--- src/rtl/riscv_pkg.sv ---
// Shared encodings for the ID-stage control-transfer logic: funct3 codes,
// br_kind codes, comparison-unit selects and the resolve FSM states.
package riscv_pkg;

    localparam logic [2:0] F3_BEQ  = 3'b000;
    localparam logic [2:0] F3_BNE  = 3'b001;
    localparam logic [2:0] F3_BLT  = 3'b100;
    localparam logic [2:0] F3_BGE  = 3'b101;
    localparam logic [2:0] F3_BLTU = 3'b110;
    localparam logic [2:0] F3_BGEU = 3'b111;

    typedef enum logic [1:0] {
        KIND_BRANCH = 2'd0,
        KIND_JAL    = 2'd1,
        KIND_JALR   = 2'd2,
        KIND_RSVD   = 2'd3
    } br_kind_t;

    // GE/GEU reuse the LT/LTU selects with the flag inverted, so 4 and 5
    // are defined for the comparison unit but never driven from here.
    typedef enum logic [2:0] {
        CMP_EQ  = 3'd0,
        CMP_NE  = 3'd1,
        CMP_LTU = 3'd2,
        CMP_LT  = 3'd3,
        CMP_GEU = 3'd4,
        CMP_GE  = 3'd5
    } cmp_sel_t;

    typedef enum logic [1:0] {
        S_IDLE  = 2'd0,
        S_EVAL  = 2'd1,
        S_REDIR = 2'd2
    } state_t;

    // funct3 values 010 and 011 have no branch meaning
    function automatic logic f3_illegal(input logic [2:0] f3);
        return (f3 == 3'b010) || (f3 == 3'b011);
    endfunction

    function automatic cmp_sel_t f3_to_sel(input logic [2:0] f3);
        cmp_sel_t sel;
        case (f3)
            F3_BNE:           sel = CMP_NE;
            F3_BLT, F3_BGE:   sel = CMP_LT;
            F3_BLTU, F3_BGEU: sel = CMP_LTU;
            default:          sel = CMP_EQ;
        endcase
        return sel;
    endfunction

    function automatic logic f3_inverts(input logic [2:0] f3);
        return (f3 == F3_BGE) || (f3 == F3_BGEU);
    endfunction

endpackage

--- src/rtl/sat_counter.sv ---
// Saturating up-counter with synchronous clear; clear wins over increment.
module sat_counter #(
    parameter int CNT_W = 32
) (
    input  logic             clk,
    input  logic             rst_n,
    input  logic             inc,
    input  logic             clr,
    output logic [CNT_W-1:0] count
);

    // count up, sticking at all-ones
    always_ff @(posedge clk) begin
        if (!rst_n) begin
            count <= '0;
        end else if (clr) begin
            count <= '0;
        end else if (inc && (count != '1)) begin
            count <= count + 1'b1;
        end
    end

endmodule

--- src/rtl/branch_resolve_ctrl.sv ---
// ID-stage branch/JAL/JALR resolver: stalls until operands are forwarded,
// steers the shared comparator, then emits a redirect or misalign pulse.
//
// state   | meaning
// --------+------------------------------------------------------------
// S_IDLE  | waiting for a control-transfer instruction in ID
// S_EVAL  | instruction captured, waiting for operands, comparator steered
// S_REDIR | taken target registered, redirect/flush asserted this cycle
module branch_resolve_ctrl
    import riscv_pkg::*;
#(
    parameter int WIDTH = 32,
    parameter int CNT_W = 32
) (
    input  logic             clk,
    input  logic             rst_n,
    input  logic             br_valid,
    input  logic [1:0]       br_kind,
    input  logic [2:0]       br_funct3,
    input  logic [WIDTH-1:0] br_pc,
    input  logic [WIDTH-1:0] br_imm,
    input  logic             rs1_ready,
    input  logic             rs2_ready,
    input  logic [WIDTH-1:0] rs1_data,
    input  logic             cmp_flag,
    input  logic             kill,
    input  logic             cnt_clr,
    output logic [2:0]       cmp_sel,
    output logic             stall,
    output logic             redirect_valid,
    output logic [WIDTH-1:0] redirect_pc,
    output logic             flush,
    output logic             misalign,
    output logic             illegal,
    output logic [CNT_W-1:0] branch_count,
    output logic [CNT_W-1:0] taken_count
);

    state_t           state;
    br_kind_t         kind_q;
    logic [2:0]       funct3_q;
    logic [WIDTH-1:0] pc_q;
    logic [WIDTH-1:0] imm_q;
    logic             misalign_q;
    logic             illegal_q;

    logic             legal;
    logic             ops_ready;
    logic             taken;
    logic [WIDTH-1:0] sum;
    logic [WIDTH-1:0] target;
    logic             resolve;
    logic             br_inc;
    logic             tk_inc;

    assign legal = (br_kind != KIND_RSVD) &&
                   !((br_kind == KIND_BRANCH) && f3_illegal(br_funct3));

    // operand readiness, outcome and target of the captured instruction
    always_comb begin
        ops_ready = 1'b1;
        taken     = 1'b1;
        sum       = pc_q + imm_q;
        case (kind_q)
            KIND_BRANCH: begin
                ops_ready = rs1_ready && rs2_ready;
                taken     = cmp_flag ^ f3_inverts(funct3_q);
            end
            KIND_JALR: begin
                ops_ready = rs1_ready;
                sum       = rs1_data + imm_q;
            end
            default: ;
        endcase
        // JALR drops bit 0 of its target; branch/JAL offsets are even anyway
        target = {sum[WIDTH-1:1], sum[0] & (kind_q != KIND_JALR)};
    end

    assign resolve = (state == S_EVAL) && !kill && ops_ready;
    assign br_inc  = resolve && (kind_q == KIND_BRANCH);
    assign tk_inc  = br_inc && taken;

    // resolve FSM with registered capture, target and pulse flags
    always_ff @(posedge clk) begin
        if (!rst_n) begin
            state       <= S_IDLE;
            kind_q      <= KIND_BRANCH;
            funct3_q    <= '0;
            pc_q        <= '0;
            imm_q       <= '0;
            redirect_pc <= '0;
            misalign_q  <= 1'b0;
            illegal_q   <= 1'b0;
        end else begin
            misalign_q <= 1'b0;
            illegal_q  <= 1'b0;
            case (state)
                S_IDLE: begin
                    if (br_valid && !kill) begin
                        if (legal) begin
                            kind_q   <= br_kind_t'(br_kind);
                            funct3_q <= br_funct3;
                            pc_q     <= br_pc;
                            imm_q    <= br_imm;
                            state    <= S_EVAL;
                        end else begin
                            illegal_q <= 1'b1;
                        end
                    end
                end
                S_EVAL: begin
                    if (kill) begin
                        state <= S_IDLE;
                    end else if (ops_ready) begin
                        if (taken && target[1]) begin
                            misalign_q <= 1'b1;
                            state      <= S_IDLE;
                        end else if (taken) begin
                            redirect_pc <= target;
                            state       <= S_REDIR;
                        end else begin
                            state <= S_IDLE;
                        end
                    end
                end
                S_REDIR: state <= S_IDLE;
                default: state <= S_IDLE;
            endcase
        end
    end

    assign cmp_sel = ((state == S_EVAL) && (kind_q == KIND_BRANCH)) ?
                     f3_to_sel(funct3_q) : CMP_EQ;
    assign stall          = ((state == S_IDLE) && br_valid && legal) || (state == S_EVAL);
    assign redirect_valid = (state == S_REDIR) && !kill;
    assign flush          = redirect_valid;
    assign misalign       = misalign_q && !kill;
    assign illegal        = illegal_q;

    sat_counter #(.CNT_W(CNT_W)) u_branch_cnt (
        .clk   (clk),
        .rst_n (rst_n),
        .inc   (br_inc),
        .clr   (cnt_clr),
        .count (branch_count)
    );

    sat_counter #(.CNT_W(CNT_W)) u_taken_cnt (
        .clk   (clk),
        .rst_n (rst_n),
        .inc   (tk_inc),
        .clr   (cnt_clr),
        .count (taken_count)
    );

endmodule

--- config.mk ---
export PLATFORM = sky130hd
export DESIGN_NAME = branch_resolve_ctrl
export DESIGN_NICKNAME = d
export VERILOG_FILES = /design/src/rtl/riscv_pkg.sv /design/src/rtl/sat_counter.sv /design/src/rtl/branch_resolve_ctrl.sv
export SDC_FILE = /design/constraint.sdc
export NUM_CORES = 1
export LEC_CHECK = 0
export BUFFER_PORTS_ARGS = -buffer_cell sky130_fd_sc_hd__buf_2
export CAP_MARGIN = 40
export CORE_MARGIN = 1
export CORE_UTILIZATION = 55
export CTS_CLUSTER_DIAMETER = 60
export DETAILED_ROUTE_END_ITERATION = 16
export PLACE_DENSITY_LB_ADDON = 0.08
export SLEW_MARGIN = 20
export SYNTH_ARGS = -nofsm -noshare
export SYNTH_HDL_FRONTEND = slang
export SYNTH_SLANG_ARGS = --single-unit
--- constraint.sdc ---
create_clock -name clk -period 9.5 [get_ports clk]
set_clock_uncertainty 0.1 [all_clocks]
set_input_delay 0 -clock clk [delete_from_list [all_inputs] [get_ports clk]]
set_output_delay 0 -clock clk [all_outputs]
set_load 0.02 [all_outputs]
==> results.json, run 1 <==
{
  "yosys.area_share.adder": 0.0522,
  "outcome": "complete, no violations",
  "finalSetupViolations": 0,
  "antenna-diode-count": 0,
  "tns_ps": 0,
  "post-route-util": 0.727,
  "ant_nets": 0,
  "p_int_mw": 1.25,
  "p_per_area_nw_per_um2": 140,
  "synth_top_area_frac": 0.375,
  "setup.worst_path.start": "kind_q[1]",
  "hold_class": "primary input to flip-flop",
  "gp_congestion": 0.898,
  "power_mw": 1.62,
  "crit_family": "compound AO/OA/AOI/OAI gates",
  "pwr-share-comb": 0.104,
  "syn_nets": 1254,
  "cts_sinks": 169,
  "ys_seq_area_frac": 0.375,
  "cts_buffers": 17,
  "synth_mux_area_frac": 0.0454,
  "r2r_start": "kind_q[1]",
  "dp_cells": 1487,
  "critical_path.max_stage_delay_ps": 500,
  "whs_path_depth": 5,
  "worstSetupStartpointType": "flip-flop",
  "synth_compound_area_frac": 0.168,
  "die-area_um2": 16900,
  "critPathMaxFanout": 19,
  "synthDistinctLibCells": 69,
  "final_cell_area_um2": 11600,
  "path_class": "flip-flop to flip-flop",
  "layout_setup_ws_ps": 5530,
  "cap_violations": 0,
  "wl_per_cell_um": 14.7,
  "whs_ps": 52.1,
  "layout_worst_path_cycle_share": 0.418,
  "pre_cts_slack_ps": 5580,
  "fmaxAchievable_mhz": 252,
  "drt_wl_total_um": 23400,
  "die_h_um": 130,
  "vdd_drop_max_uv": 139,
  "coreArea_um2": 15900,
  "worstHoldStart": "rs1_data[0]",
  "ys_ff_latch": 169,
  "critical_path_arrival_ps": 4190,
  "tritoncts": "yes",
  "clk_pin_slew_ps": 60,
  "syn-instance-count": 1108,
  "overflow": 0,
  "seqPwrFrac": 0.449,
  "dp_hpwl_um": 16000,
  "htreeDepth": 4,
  "synth-simple-area-share": 0.254,
  "path_cells": "nor2b_4 > buf_16 > mux2_2 > ha_1 > a21oi_1 > o211ai_1 > a311o_1 > o21ai_1 > nand2_1 > a211oi_1 > a211oi_1 > a22o_1",
  "drv_slew": 0,
  "syn_to_final_growth_pct": 28.6,
  "die_x_um": 130,
  "fin_nets": 1512,
  "switching_share": 0.232,
  "drt_iter0_markers": 574,
  "grt_setup_unrepaired": "false",
  "clk_path_buf_depth": 2,
  "synth-xor-area-share": 0.0700,
  "p_sw_mw": 0.377,
  "viasPerCell": 5.47,
  "hold_viol": 0,
  "dr.pass1.iters": 5,
  "groute.usage.overall": 0.279,
  "synth_async_sr_flop_share": 0,
  "ctsResizeCount": 0,
  "vias": 8714,
  "synthesis.area_um2": 9010,
  "fin_cells": 1593,
  "io_pins": 213,
  "grt_first_pass_wirelength_um": 37300,
  "period_needed_ps": 3970,
  "r2r_cells": 12,
  "p_leak_nw": 4.93,
  "ys_dominant_reg_cell": "dfxtp_1",
  "start_util": 0.565,
  "pwr-share-clk": 0.447,
  "critPathMostFrequentCell": "a211oi_1",
  "synth_top_family_by_area": "simple AND/OR/NAND/NOR gates",
  "placed_area_um2": 10200,
  "crit_cells": 12,
  "drc": 0,
  "drive_gt1_frac": 0.219,
  "portBuffers": 211,
  "crit_slowest_cell": "nor2b_4",
  "synth_top_area_cell": "dfxtp_1",
  "crit_buf_inv": 1,
  "grt_max_degree": 100,
  "clk_latency_ps": 430,
  "ys_warn_count": 0,
  "grt_pass1_vias": 7949,
  "cts-root-buf": "clkbuf_16",
  "timing_worst_slew_pin_value_ps": 846,
  "synth-edff-count": 0,
  "antenna_found_initial": 0,
  "synth_commonest_cells": "nand2_1 (218), dfxtp_1 (169), nor2_1 (100)",
  "avgSynthCellArea_um2": 8.13,
  "synth_area_leaders": "dfxtp_1 (38%), nand2_1 (9.1%), a21boi_0 (5.8%)",
  "slew_headroom": 0.432,
  "worstSetupEndpointType": "flip-flop",
  "required_ps": 9720,
  "yosysMostFrequentCell": "nand2_1",
  "rows": 46
}
-- kinds of logic after synthesis --
kind of cell	count (synthesis)
DFF	169
other	1
AOI/OAI and AO/OA	228
muxes	37
adders and majority gates	37
xor gates and xnor gates	72
and+or+nand+nor	492
buffers and inverters	72
-- worst min-delay path: stages --
cell and delay, ps:
buf_2 90, mux2_2 140, ha_1 110, nand3b_1 70
a21oi_1 140
-- metal layers --
layer,track usage,share of wire
met5,0,0
met1,0.343,0.44
met2,0.474,0.48
met4,0.127,0.031
met3,0.0525,0.052
-- cells in the final DEF (no fill, tap or decap), types with 12 or more instances in the layout --
master / count
nand2_1: 217
buf_2: 211
dfxtp_1: 169
nor2_1: 100
dlygate4sd3_1: 74
a21boi_0: 70
nand3_1: 54
a21oi_1: 52
xor2_1: 52
ha_1: 36
mux2_2: 31
o21ai_0: 30
nand4_1: 21
xnor2_1: 20
inv_1: 17
clkbuf_16: 17
nor3_1: 16
a21o_1: 14
and3_1: 13
a211oi_1: 12
-- power by group through the flow --
stage / Sequential [mW] / Clock, mW / Combinational (mW)
3_3_place_gp: 0.745 / 0 / 0.139
3_5_place_dp: 0.746 / 0 / 0.141
2_1_floorplan: 0.744 / 0 / 0.0936
4_1_cts: 0.730 / 0.738 / 0.165
5_1_grt: 0.731 / 0.766 / 0.186
6_report: 0.730 / 0.726 / 0.169
-- flip-flops by register name, summed over array words and instances, names as in the netlist --
name and cells:
u_taken_cnt.count 32, u_branch_cnt.count 32, kind_q 2, pc_q 32
funct3_q 3, imm_q 32, illegal 1, state 2
redirect_pc 32, misalign_q 1
-- final timing paths --
| kind | slack [ps] | end |
|---|---|---|
| worst max-delay path | 5530 | redirect_pc[23] |
| worst max register to register | 5530 | redirect_pc[23] |
| worst min-delay path | 50 | redirect_pc[0] |
| worst min register to register | 360 | redirect_pc[6] |
-- final cells by class --
class,count,area [um2]
fillers,1273,4350
flip-flops and latches,169,3380
multi-input cells,867,5340
clock inverters,11,171
inverters,17,63.8
clock buffers,19,443
well taps,216,270
repair buffers,294,1920
-- what timing repair did --
| action | in CTS | in global routing |
|---|---|---|
| buffers inserted | 0 | 0 |
| hold endpoints to repair | 72 | 8 |
| hold buffers | 73 | 1 |
No activity file was read; power rests on OpenSTA's default activity.
==> inputs of run 2 (changes only) <==
--- a/config.mk
+++ b/config.mk
@@ -8,7 +8,7 @@
 export BUFFER_PORTS_ARGS = -buffer_cell sky130_fd_sc_hd__buf_2
 export CAP_MARGIN = 40
 export CORE_MARGIN = 1
-export CORE_UTILIZATION = 55
+export CORE_UTILIZATION = 54
 export CTS_CLUSTER_DIAMETER = 60
 export DETAILED_ROUTE_END_ITERATION = 16
 export PLACE_DENSITY_LB_ADDON = 0.08
==> constraint.sdc (replaced) <==
create_clock -name clk -period 4 [get_ports clk]
set_clock_uncertainty 0.1 [all_clocks]
set_input_delay 0 -clock clk [delete_from_list [all_inputs] [get_ports clk]]
set_output_delay 0 -clock clk [all_outputs]
set_load 0.02 [all_outputs]
==> run 2 against run 1 <==
Net effect: hold slack worse by 28 ps; fmax increased by 5.1%; non-clock buffer count increased by 1; first-iteration DRC count decreased by 19%; count of clock-buffer cells in the layout rose by 4; clock power increased by 150%; combinational power increased by 140%; via count hardly changed; setup slack worse by 5300 ps; total power grew 140%; final area barely moved; critical path type unchanged; critical endpoint is now redirect_pc[29]; largest cell class unchanged.
==> results.json, run 2 (synthesis gave the netlist of run 1 again) <==
{
  "finalSetupViolations": 0,
  "grt_pass1_vias": 8016,
  "period_needed_ps": 3780,
  "syn_to_final_growth_pct": 28.5,
  "start_util": 0.559,
  "cap_violations": 0,
  "overflow": 0,
  "dr.pass1.iters": 5,
  "critical_path.max_stage_delay_ps": 480,
  "clk_latency_ps": 430,
  "rows": 46,
  "setup.worst_path.start": "kind_q[1]",
  "fmaxAchievable_mhz": 265,
  "gp_congestion": 0.936,
  "final_cell_area_um2": 11600,
  "antenna-diode-count": 0,
  "die_h_um": 131,
  "drv_slew": 0,
  "wl_per_cell_um": 14.9,
  "grt_setup_unrepaired": "false",
  "portBuffers": 211,
  "pre_cts_slack_ps": 262,
  "die_x_um": 131,
  "drt_iter0_markers": 467,
  "groute.usage.overall": 0.273,
  "p_per_area_nw_per_um2": 338,
  "die-area_um2": 17200,
  "tritoncts": "yes",
  "path_cells": "nor2b_4 > mux2_2 > ha_1 > a21oi_1 > o211ai_1 > a311o_1 > o21ai_1 > nand2_1 > a211oi_1 > a211oi_1 > a22o_1",
  "r2r_start": "kind_q[1]",
  "r2r_cells": 11,
  "io_pins": 213,
  "grt_max_degree": 71,
  "antenna_found_initial": 0,
  "fin_nets": 1513,
  "required_ps": 4220,
  "rrSetupSlack_ps": 220,
  "viasPerCell": 5.46,
  "fin_cells": 1596,
  "cp-endpoint": "redirect_pc[29]",
  "vdd_drop_max_uv": 331,
  "p_leak_nw": 4.93,
  "clk_path_buf_depth": 2,
  "slew_headroom": 0.447,
  "rr_endpoint": "redirect_pc[29]",
  "outcome": "complete, no violations",
  "layout_worst_path_cycle_share": 0.945,
  "path_class": "flip-flop to flip-flop",
  "critPathMostFrequentCell": "a211oi_1",
  "tns_ps": 0,
  "cts-root-buf": "clkbuf_16",
  "worstSetupEndpointType": "flip-flop",
  "hold_viol": 0,
  "grt_first_pass_wirelength_um": 38600,
  "cts_sinks": 169,
  "timing_worst_slew_pin_value_ps": 823,
  "critical_path_arrival_ps": 4000,
  "layout_common_cells": "nand2_1 (217), buf_2 (211), dfxtp_1 (169)",
  "crit_slowest_cell": "o21ai_1",
  "hold_class": "primary input to flip-flop",
  "drc": 0,
  "coreArea_um2": 16100,
  "layout_setup_ws_ps": 220,
  "cts_buffers": 17,
  "final_common_cell": "nand2_1",
  "drt_wl_total_um": 23700,
  "htreeDepth": 4,
  "vias": 8716,
  "ant_nets": 0,
  "placed_area_um2": 10200,
  "dp_cells": 1489,
  "fill_cells": 1332,
  "drive_gt1_frac": 0.220,
  "clk_pin_slew_ps": 60,
  "dp_hpwl_um": 16100,
  "critPathMaxFanout": 14,
  "worstSetupStartpointType": "flip-flop"
}
run 2: where the power goes:
part	switching, mW	internal [mW]
logic	0.208	0.192
clock network	0.685	1.10
registers	0.0186	1.71
run 2: worst min path at each step:
stage / cells after the start / endpoint / slack (ps) / start
final: 3 / misalign_q / 20 / rst_n
after global routing: 5 / redirect_pc[0] / 70 / rs1_data[0]
after CTS: 3 / misalign_q / 20 / rst_n
after detailed placement: 3 / pc_q[13] / 160 / br_pc[13]
after global placement: 3 / imm_q[23] / 150 / br_imm[23]
after floorplan: 1 / misalign / -20 / kill
run 2: layout make-up:
type                       instances  area (um2)  area share
sequential                       169        3380       0.292
multi-input combinational        867        5340       0.461
inverter                          17        63.8     0.00551
tap                              216         270      0.0233
clock inverter                     9         161      0.0139
clock buffer                      23         478      0.0413
timing repair buffer             295        1890       0.163
run 2: critical path: cells and delay by family (launching register included):
family	cells	cell delay [ps]
flops	1	380
compound gates	7	1810
fa+ha+maj	1	370
simple gates	2	620
mux	1	400
run 2: through the flow:
stage / hold slack [ps] / total power [mW] / utilization
after floorplan: -21.9 / 1.99 / -
after global placement: 150 / 2.10 / 0.632
after detailed placement: 159 / 2.10 / 0.632
after CTS: 16.7 / 3.93 / 0.717
after global routing: 66.4 / 4.05 / 0.719
final: 24.4 / 3.92 / 0.719
run 2: timing repair:
item                                    CTS  global route
endpoints found under the setup margin    0             2
endpoints found under the hold margin    72             0
resized for setup                         0             1
buffers inserted                          0             0
hold buffers                             73             0
run 2: routing by layer:
layer | vias to the layer above | wire length [um] | share of wire | global-route usage
li1 | 4373 | - | - | -
met1 | 3993 | 10800 | 0.45 | 0.347
met2 | 300 | 11100 | 0.47 | 0.457
met3 | 50 | 1120 | 0.047 | 0.0436
met4 | 0 | 689 | 0.029 | 0.116
met5 | - | 0 | 0 | 0
==> inputs of run 3 (changes only) <==
--- a/config.mk
+++ b/config.mk
@@ -11,7 +11,7 @@
 export CORE_UTILIZATION = 54
 export CTS_CLUSTER_DIAMETER = 60
 export DETAILED_ROUTE_END_ITERATION = 16
-export PLACE_DENSITY_LB_ADDON = 0.08
+export PLACE_DENSITY = 0.89
 export SLEW_MARGIN = 20
 export SYNTH_ARGS = -nofsm -noshare
 export SYNTH_HDL_FRONTEND = slang
==> constraint.sdc (replaced) <==
create_clock -name clk -period 4 [get_ports clk]
set_clock_uncertainty 0.1 [all_clocks]
set_input_delay 0.8 -clock clk [delete_from_list [all_inputs] [get_ports clk]]
set_output_delay 0.8 -clock clk [all_outputs]
set_load 0.02 [all_outputs]
==> run 3 against run 2 <==
Net effect: cell count is 4.5% lower; hold slack better by 340 ps; final area is 6.8% lower; non-clock buffer count is 72 lower; fmax is 1.7% higher; die area stayed put; critical path type unchanged.
==> results.json, run 3 (synthesis gave the netlist of run 1 again) <==
{
  "io_pins": 213,
  "antenna-diode-count": 0,
  "layout_common_cells": "nand2_1 (217), buf_2 (211), dfxtp_1 (169)",
  "required_ps": 4210,
  "layout_setup_ws_ps": 282,
  "viasPerCell": 5.60,
  "cp-endpoint": "redirect_pc[25]",
  "dr.pass1.iters": 7,
  "drc": 0,
  "wl_per_cell_um": 15.4,
  "tritoncts": "yes",
  "worstSetupStartpointType": "flip-flop",
  "vdd_drop_max_uv": 319,
  "die_h_um": 131,
  "whs_ps": 361,
  "hold_class": "flip-flop to flip-flop",
  "start_util": 0.559,
  "overflow": 0,
  "critical_path_arrival_ps": 3920,
  "period_needed_ps": 3720,
  "clk_path_buf_depth": 2,
  "grt_pass1_vias": 7848,
  "setup.worst_path.start": "kind_q[1]",
  "syn_to_final_growth_pct": 19.8,
  "finalSetupViolations": 0,
  "timing_worst_slew_pin_value_ps": 752,
  "drive_gt1_frac": 0.235,
  "layout_worst_path_cycle_share": 0.930,
  "die_x_um": 131,
  "groute.usage.overall": 0.272,
  "antenna_found_initial": 0,
  "ant_nets": 0,
  "drt_iter0_markers": 749,
  "fin_nets": 1441,
  "coreArea_um2": 16100,
  "cap_violations": 0,
  "tns_ps": 0,
  "r2r_start": "kind_q[1]",
  "drv_slew": 0,
  "rrSetupSlack_ps": 280,
  "path_class": "flip-flop to flip-flop",
  "cts_sinks": 169,
  "portBuffers": 211,
  "dp_hpwl_um": 17100,
  "grt_setup_unrepaired": "false",
  "slew_headroom": 0.495,
  "p_per_area_nw_per_um2": 340,
  "clk_latency_ps": 430,
  "r2r_cells": 12,
  "ctsHoldBuffers": 0,
  "rr_endpoint": "redirect_pc[25]",
  "fmaxAchievable_mhz": 269,
  "final_common_cell": "nand2_1",
  "rows": 46,
  "fin_cells": 1524,
  "cts-root-buf": "clkbuf_16",
  "dp_cells": 1491,
  "pre_cts_slack_ps": 236,
  "outcome": "complete, no violations",
  "die-area_um2": 17200,
  "grt_max_degree": 70,
  "fill_cells": 1294,
  "grt_first_pass_wirelength_um": 38200,
  "seqCellArea_um2": 3380,
  "clk_pin_slew_ps": 70,
  "p_leak_nw": 4.60,
  "drt_wl_total_um": 23400,
  "vias": 8534,
  "critPathMaxFanout": 15,
  "worstSetupEndpointType": "flip-flop",
  "cts_buffers": 17,
  "gp_congestion": 0.925,
  "multi_input_area_um2": 5340,
  "htreeDepth": 4,
  "hold_viol": 0
}
-- run 3: changes by cell type in the layout (fill, tap and decap cells not counted) --
cell           before  now
buf_12              0    2
clkinv_2            1    3
clkbuf_1            3    0
clkinv_4            1    3
inv_6               1    4
clkbuf_8            3    0
clkinvlp_4          1    3
buf_16              1    0
dlygate4sd3_1      73    0
bufinv_16           4    1
-- run 3: layer usage --
| layer | track usage | routed length, um | vias up |
|---|---|---|---|
| met3 | 0.0390 | 1500 | 54 |
| li1 | - | - | 4224 |
| met5 | 0 | 0 | - |
| met4 | 0.118 | 697 | 0 |
| met1 | 0.353 | 10300 | 3910 |
| met2 | 0.449 | 11000 | 346 |
-- run 3: per-stage QoR --
step	utilization	power (mW)	area [um2]
2_1_floorplan	-	1.99	9010
3_3_place_gp	0.634	2.10	10200
3_5_place_dp	0.634	2.11	10200
4_1_cts	0.669	3.69	10800
5_1_grt	0.670	3.81	10800
6_report	0.670	3.67	10800
-- run 3: repair_timing --
item / 4_1_cts / 5_1_grt
resized for setup: 0 / 1
endpoints found under the setup margin: 0 / 4
setup buffers: 0 / 0
-- run 3: where the power goes --
group	internal, mW	switching [mW]	leakage (nW)
registers	1.71	0.0191	1.37
clock network	0.867	0.727	0.272
logic	0.145	0.198	2.96
-- run 3: final cells by class --
class	count	area share
Clock buffer	17	0.0394
Clock inverter	15	0.0130
Inverter	17	0.00591
Multi-Input combinational cell	867	0.495
Sequential cell	169	0.314
Tap cell	216	0.0250
Timing Repair Buffer	223	0.108
-- run 3: worst max-delay path: stages, from the launching register on --
cell and delay (ps):
dfxtp_1 370, nor2b_4 430, buf_4 330, mux2_2 390, ha_1 330, a211oi_1 360, o21ai_0 230, a21oi_2 320
o21ai_0 150, a21o_1 190, a21oi_1 150, xor2_1 150, o21ai_0 80
-- run 3: worst min path at each step --
stage,startpoint,endpoint,cells after the start
2_1_floorplan,pc_q[0],pc_q[0],2
3_3_place_gp,pc_q[8],pc_q[8],2
3_5_place_dp,pc_q[4],pc_q[4],2
4_1_cts,pc_q[4],pc_q[4],2
5_1_grt,redirect_pc[6],redirect_pc[6],2
6_report,redirect_pc[10],redirect_pc[10],2
